$ cat src/rtl/truth_table_sequencer.sv
// truth_table_sequencer: sweeps a 3-input function block through all 8 vectors and checks it.
// Ports:
//   clk, rst            clock, synchronous active-high reset
//   start, abort        sweep request (honoured in IDLE only), sweep cancel
//   exp_f1..exp_f3      expected truth tables, bit i = expected output at vector i
//   f1..f3              outputs of the function block under test
//   a, b, c             registered vector drive, {a,b,c} = vector index
//   busy, done, pass    sweep active, one-cycle completion pulse, last sweep clean
//   tt_f1..tt_f3        captured truth tables
//   err_mask            per-vector mismatch flags
//   err_count           number of mismatching vectors
//   first_fail          lowest mismatching vector index, 0 when none
module truth_table_sequencer #(
   parameter int SETTLE_CYCLES = 2
) (
   input  logic       clk,
   input  logic       rst,
   input  logic       start,
   input  logic       abort,
   input  logic [7:0] exp_f1,
   input  logic [7:0] exp_f2,
   input  logic [7:0] exp_f3,
   input  logic       f1,
   input  logic       f2,
   input  logic       f3,
   output logic       a,
   output logic       b,
   output logic       c,
   output logic       busy,
   output logic       done,
   output logic       pass,
   output logic [7:0] tt_f1,
   output logic [7:0] tt_f2,
   output logic [7:0] tt_f3,
   output logic [7:0] err_mask,
   output logic [3:0] err_count,
   output logic [2:0] first_fail
);
   typedef enum logic [1:0] {IDLE, SETTLE, SAMPLE} state_t;
   localparam logic [3:0] SC = 4'(SETTLE_CYCLES);
   state_t     state, state_n;
   logic [2:0] idx, idx_n, first_fail_n;
   logic [3:0] cnt, cnt_n, err_count_n;
   logic [7:0] tt_f1_n, tt_f2_n, tt_f3_n, err_mask_n;
   logic       done_n, pass_n, mism;
   assign {a, b, c} = idx;
   assign busy = state != IDLE;
   assign mism = |({f1, f2, f3} ^ {exp_f1[idx], exp_f2[idx], exp_f3[idx]});
   always_comb begin
      state_n      = state;
      idx_n        = idx;
      cnt_n        = cnt;
      done_n       = 1'b0;
      pass_n       = pass;
      tt_f1_n      = tt_f1;
      tt_f2_n      = tt_f2;
      tt_f3_n      = tt_f3;
      err_mask_n   = err_mask;
      err_count_n  = err_count;
      first_fail_n = first_fail;
      case (state)
         IDLE: if (start && !abort) begin
            state_n      = SETTLE;
            idx_n        = 3'd0;
            cnt_n        = SC;
            pass_n       = 1'b0;
            tt_f1_n      = 8'h00;
            tt_f2_n      = 8'h00;
            tt_f3_n      = 8'h00;
            err_mask_n   = 8'h00;
            err_count_n  = 4'd0;
            first_fail_n = 3'd0;
         end
         SETTLE: if (abort) begin
            state_n = IDLE;
            idx_n   = 3'd0;
            pass_n  = 1'b0;
         end else begin
            cnt_n   = cnt - 4'd1;
            state_n = cnt == 4'd1 ? SAMPLE : SETTLE;
         end
         SAMPLE: if (abort) begin
            state_n = IDLE;
            idx_n   = 3'd0;
            pass_n  = 1'b0;
         end else begin
            tt_f1_n[idx]    = f1;
            tt_f2_n[idx]    = f2;
            tt_f3_n[idx]    = f3;
            err_mask_n[idx] = mism;
            err_count_n     = err_count + {3'd0, mism};
            // err_count still zero means this is the sweep's first mismatch
            first_fail_n    = mism && err_count == 4'd0 ? idx : first_fail;
            if (idx == 3'd7) begin
               state_n = IDLE;
               idx_n   = 3'd0;
               cnt_n   = 4'd0;
               done_n  = 1'b1;
               pass_n  = err_count_n == 4'd0;
            end else begin
               state_n = SETTLE;
               idx_n   = idx + 3'd1;
               cnt_n   = SC;
            end
         end
         default: state_n = IDLE;
      endcase
   end
   always_ff @(posedge clk) begin
      if (rst) begin
         state      <= IDLE;
         idx        <= 3'd0;
         cnt        <= 4'd0;
         done       <= 1'b0;
         pass       <= 1'b0;
         tt_f1      <= 8'h00;
         tt_f2      <= 8'h00;
         tt_f3      <= 8'h00;
         err_mask   <= 8'h00;
         err_count  <= 4'd0;
         first_fail <= 3'd0;
      end else begin
         state      <= state_n;
         idx        <= idx_n;
         cnt        <= cnt_n;
         done       <= done_n;
         pass       <= pass_n;
         tt_f1      <= tt_f1_n;
         tt_f2      <= tt_f2_n;
         tt_f3      <= tt_f3_n;
         err_mask   <= err_mask_n;
         err_count  <= err_count_n;
         first_fail <= first_fail_n;
      end
   end
endmodule

$ cat config.mk
export PLATFORM = sky130hd
export DESIGN_NAME = truth_table_sequencer
export DESIGN_NICKNAME = d
export VERILOG_FILES = /design/src/rtl/truth_table_sequencer.sv
export SDC_FILE = /design/constraint.sdc
export NUM_CORES = 1
export LEC_CHECK = 0
export CELL_PAD_IN_SITES_DETAIL_PLACEMENT = 2
export CELL_PAD_IN_SITES_GLOBAL_PLACEMENT = 2
export CORE_MARGIN = 10
export CORE_UTILIZATION = 26
export DETAILED_ROUTE_END_ITERATION = 12
export PLACE_DENSITY_LB_ADDON = 0.08
export SYNTH_ARGS = -nofsm -noshare
export SYNTH_HDL_FRONTEND = slang
export SYNTH_SLANG_ARGS = --single-unit
$ cat constraint.sdc
create_clock -name clk -period 3.25 [get_ports clk]
set_clock_uncertainty 0.1 [all_clocks]
set_input_delay 0.65 -clock clk [delete_from_list [all_inputs] [get_ports clk]]
set_output_delay 0.65 -clock clk [all_outputs]
set_load 0.05 [all_outputs]
==> flow_summary.ini, run 1 <==
[detailed_routing]
route.detailed.drc = 0
ant_nets = 0
wl_mm = 9.09
drtIter0Drc = 95
viasPerCell = 5.06
firstDrtPassIters = 4
vias = 2425
wl_per_cell_um = 19.0

[clock_network]
clkLatencyLatePin_ns = 0.31
hold_buffers = 0
root_buffer = clkbuf_8
cts_max_level = 2
clk_path_buf_depth = 2
cts_resized = 0
clock_sinks = 50
cts_tree = built
path_clk_slew_ns = 0.09
cts_made_buffers = 5
postCtsSetupRepairBufs = 0

[worst_setup_path]
reg2reg_depth = 11
worstSetupPathType = reg2reg
cp_data_required_time_ns = 3.40
crit_end = pass
r2r-end = pass
critPathLaunch = idx[0]
rrSetupSlack_ns = 0.24
crit_arrival_ns = 3.15
r2r-start = idx[0]
endpoint_kind = flip-flop
worstSetupStartpointType = flip-flop
critPathMaxFanout = 9

[logic_synthesis]
netlist_area_um2 = 2420
yosysMostFrequentCell = dfxtp_1
syn_inst = 285
synth.top_cells.by_count = dfxtp_1, nor2_1, a22oi_1, nand2_1, a21oi_1
synth_fp_nets = 326
syn_area_per_cell_um2 = 8.49
synth_edf_count = 0
synth_cell_types = 34
ys_seq_elements = 50
ys_top_cells_by_area = dfxtp_1, a22oi_1, nor2_1, mux2i_1, ha_1
synth_top_cell_by_area = dfxtp_1
ys.flop_type = dfxtp_1
yosysSeqAreaShare_pct = 41.4
synthArstFlopShare_pct = 0
yosysTopAreaCellShare_pct = 41.4
ys_warn_count = 0

[power]
p_seq_share_pct = 50.5
p_leak_uw = 0.00120
p_switching_uw = 314
ir_drop_uv = 128
p_int_uw = 915
pwr-share-clk_pct = 36.7
p_per_area_nw_per_um2 = 356
combPwrFrac_pct = 12.9
netSwitchingFraction_pct = 25.5

[timing]
relSlewSlack_pct = 44.6
setup_viol = 0
max_freq_mhz = 333
worst_hold_slack_ns = 0.367
period_minus_slack_ns = 3.01
slew_violations = 0
fin_crit_sh_pct = 92.5
worstMarginPinSlew_ns = 0.822
hold_viol_final = 0
rsz0062_at_grt = no

[floorplan]
io_pins = 76
die_area_um2 = 13600
die_x_um = 116
die_y_um = 116
initial_core_util_pct = 26.4
row_count = 35
core_area_um2 = 9150

[run]
drv_cap = 0

[global_routing]
antenna_found_initial = 0
grt_remaining_overflow = 0
grt_pass1_vias = 2688
grt_usage_pct = 13.6
grt_max_degree = 22
grt_pass1_wl_mm = 14.5

[min_path]
hold_class = reg2reg

[finish]
drive_gt1_share_pct = 7.88
diodes = 0
areaGrowthSynthToFinish_pct = 42.8
final_cells = 479
nets = 408

[placed_design]
place_hpwl_mm = 7.02
io_buffers = 75
place_congestion = 0.740
dp_cells = 471

[outcome]
outcome = completed
## worst max-delay path: stages, from the launching register on
cell and delay (ns):
dfxtp_1 0.54, buf_4 0.26, mux2i_1 0.10, mux4_2 0.48
xor2_1 0.16, o211a_2 0.22, inv_2 0.04, ha_1 0.20
ha_1 0.30, nor4_1 0.30, nand3_1 0.11, a21oi_1 0.14
## power by group through the flow
| stage | Sequential, µW | Combinational, µW | Clock (µW) |
|---|---|---|---|
| finish | 620 | 158 | 450 |
| detailed placement | 635 | 160 | 0 |
| global placement | 634 | 158 | 0 |
| CTS | 620 | 161 | 475 |
| floorplan | 633 | 81.9 | 0 |
| global route | 621 | 176 | 496 |
## logic make-up after synthesis
family / synth area share, %
AO/OA/AOI/OAI: 20.2
XOR/XNOR: 1.45
adder cells (fa/ha/maj): 5.17
buffers and inverters: 4.55
flip-flops: 41.4
multiplexers: 7.24
AND/OR/NAND/NOR: 20.1
## per-stage QoR
step | power (µW) | setup WS (ns) | util, % | setup TNS, ns | instance area [µm²]
global route | 1290 | 0.0266 | 37.8 | 0 | 3460
global placement | 792 | 0.00368 | 36.5 | 0 | 3340
detailed placement | 794 | -0.0837 | 36.5 | -0.0837 | 3340
floorplan | 715 | 0.209 | - | 0 | 2420
finish | 1230 | 0.243 | 37.8 | 0 | 3460
CTS | 1260 | 0.211 | 37.8 | 0 | 3460
## routing by layer
metal	vias to the layer above	part of all wire (%)	GRT usage, %
met5	-	0	0
li1	1170	-	-
met2	57	46	22.7
met1	1188	46	16.9
met4	0	0.99	3.50
met3	10	6.5	3.95
## how the worst min path moves through the flow
| stage | start | end | slack [ns] | depth (start not counted) |
|---|---|---|---|---|
| global placement | err_mask[4] | err_mask[4] | 0.35 | 2 |
| finish | err_mask[1] | err_mask[1] | 0.37 | 2 |
| floorplan | cnt[3] | cnt[3] | 0.36 | 2 |
| detailed placement | err_mask[1] | err_mask[1] | 0.36 | 2 |
| CTS | err_mask[1] | err_mask[1] | 0.37 | 2 |
| global route | err_mask[1] | err_mask[1] | 0.40 | 2 |
## sequential cells by signal, summed over array words and instances, names as in the netlist
signal and count:
err_mask 8, tt_f1 8, tt_f2 8, tt_f3 8, cnt 4, err_count 4
first_fail 3, idx 3, state 2, done 1, pass 1
## cells in the final DEF, fill, tap and decap left out, types with 10 or more instances in the layout
cell type	Yosys	final
clkdlybuf4s50_1	0	75
dfxtp_1	50	50
nor2_1	47	47
nand2_1	27	27
a22oi_1	27	27
a21oi_1	16	16
o21ai_0	15	15
buf_4	0	14
mux2i_1	13	13
nor3_1	12	12
ha_1	10	10
## cell type report
class	count	area (µm²)
fillers	1032	5700
multi-input cells	211	1310
flip-flops and latches	50	1000
repair buffers	89	856
well taps	111	139
clock buffers	5	68.8
clock inverters	3	45.0
inverters	10	37.5
(Power assumes the default switching activity.)
==> run 2: changes to the inputs <==
Settings changed: REMOVE_ABC_BUFFERS from default to 1.
Clock period 3.25 ns to 3.2 ns, I/O delays scaled along.
==> flow_summary.ini, run 2 (synthesis results as in run 1) <==
[timing]
relSlewSlack_pct = 32.3
max_freq_mhz = 335
fin_crit_sh_pct = 93.4
hold_viol_final = 0
slew_violations = 0
worstMarginPinSlew_ns = 1.01
period_minus_slack_ns = 2.99
setup_viol = 0
rsz0062_at_grt = no
setup-tns-final_ns = 0

[global_routing]
grt_remaining_overflow = 0
grt_pass1_wl_mm = 14.5
grt_pass1_vias = 2686
grt_usage_pct = 13.4
grt_max_degree = 22
antenna_found_initial = 0

[clock_network]
clk_path_buf_depth = 2
cts_made_buffers = 5
hold_buffers = 0
cts_tree = built
path_clk_slew_ns = 0.09
root_buffer = clkbuf_8
cts_resized = 0
postCtsSetupRepairBufs = 0
clkLatencyLatePin_ns = 0.30
cts_max_level = 2
clock_sinks = 50

[power]
pwr-share-clk_pct = 36.4
combPwrFrac_pct = 13.1
p_int_uw = 928
p_per_area_nw_per_um2 = 360
p_switching_uw = 318
p_leak_uw = 0.00121
ir_drop_uv = 173
netSwitchingFraction_pct = 25.5
p_total_uw = 1250
p_seq_share_pct = 50.5

[finish]
diodes = 0
nets = 408
drive_gt1_share_pct = 7.63
areaGrowthSynthToFinish_pct = 43.1
mostFrequentLayoutCells = clkdlybuf4s50_1, dfxtp_1, nor2_1
final_common_cell = clkdlybuf4s50_1

[worst_setup_path]
critPathMostFrequentCell = ha_1
cp_slowest_cell = mux4_2
cp_data_required_time_ns = 3.34
endpoint_kind = flip-flop
cp_cell_sequence = clkdlybuf4s50_1 > mux2i_1 > mux4_2 > xor2_1 > o211a_2 > inv_2 > ha_1 > ha_1 > nor4_1 > nand3_1 > a21oi_1
crit_arrival_ns = 3.13
crit_family = multiplexers
cp_slowest_stage_delay_ns = 0.49
crit_buf_inv = 2
critPathMaxFanout = 2
worstSetupPathType = in2reg
worstSetupStartpointType = primary input

[floorplan]
core_area_um2 = 9150
initial_core_util_pct = 26.4
die_y_um = 116
io_pins = 76
die_area_um2 = 13600
row_count = 35
die_x_um = 116

[detailed_routing]
wl_mm = 9.01
route.detailed.drc = 0
viasPerCell = 5.08
ant_nets = 0
wl_per_cell_um = 18.8
drtIter0Drc = 97
vias = 2429
firstDrtPassIters = 4

[placed_design]
io_buffers = 75
place_hpwl_mm = 7.06
place_congestion = 0.722

[outcome]
outcome = completed

[run]
drv_cap = 0

[min_path]
hold_class = reg2reg
==> run 2: final timing paths <==
path / startpoint / endpoint / slack, ns / cells past startpoint
min: err_mask[5] / err_mask[5] / 0.36 / 2
max reg2reg: idx[0] / pass / 0.36 / 11
max: exp_f2[4] / pass / 0.21 / 11
min reg2reg: err_mask[5] / err_mask[5] / 0.36 / 2
==> run 2: power by group through the flow <==
stage | Combinational, µW | Sequential (µW) | Clock, µW
after floorplan | 71.4 | 643 | 0
after global routing | 183 | 630 | 494
after CTS | 166 | 630 | 471
after global placement | 162 | 644 | 0
final | 164 | 629 | 453
after detailed placement | 165 | 644 | 0
==> run 2: per-stage QoR <==
| step | area (µm²) | hold WS, ns | utilization, % | setup slack, ns | std cells |
|---|---|---|---|---|---|
| after floorplan | 2350 | 0.351 | - | 0.0108 | 271 |
| after global placement | 3350 | 0.350 | 36.7 | -0.0306 | 471 |
| after detailed placement | 3350 | 0.355 | 36.7 | -0.109 | 471 |
| after CTS | 3460 | 0.370 | 37.8 | 0.200 | 478 |
| after global routing | 3460 | 0.398 | 37.8 | 0.112 | 478 |
| final | 3460 | 0.364 | 37.8 | 0.212 | 478 |
==> run 2: final cells by class <==
type,instances,area [µm²]
Multi-Input combinational cell,211,1310
Fill cell,1043,5690
Sequential cell,50,1000
Clock inverter,2,38.8
Clock buffer,5,68.8
Inverter,10,37.5
Tap cell,111,139
Timing Repair Buffer,89,868
==> run 2: worst register-to-register path: cells and delay by family (launching register included) <==
kind / cells / cell delay, ns
adders and majority gates: 2 / 0.49
DFF: 1 / 0.44
AOI/OAI and AO/OA: 2 / 0.34
and+or+nand+nor: 2 / 0.44
buffers and inverters: 2 / 0.23
xor gates and xnor gates: 1 / 0.16
muxes: 2 / 0.59
==> run 2: per-layer routing <==
metal	GRT usage [%]	wire length [µm]	vias up
li1	-	-	1181
met1	17.1	4340	1189
met3	3.80	581	4
met2	22.0	4030	55
met4	3.00	57	0
met5	0	0	-
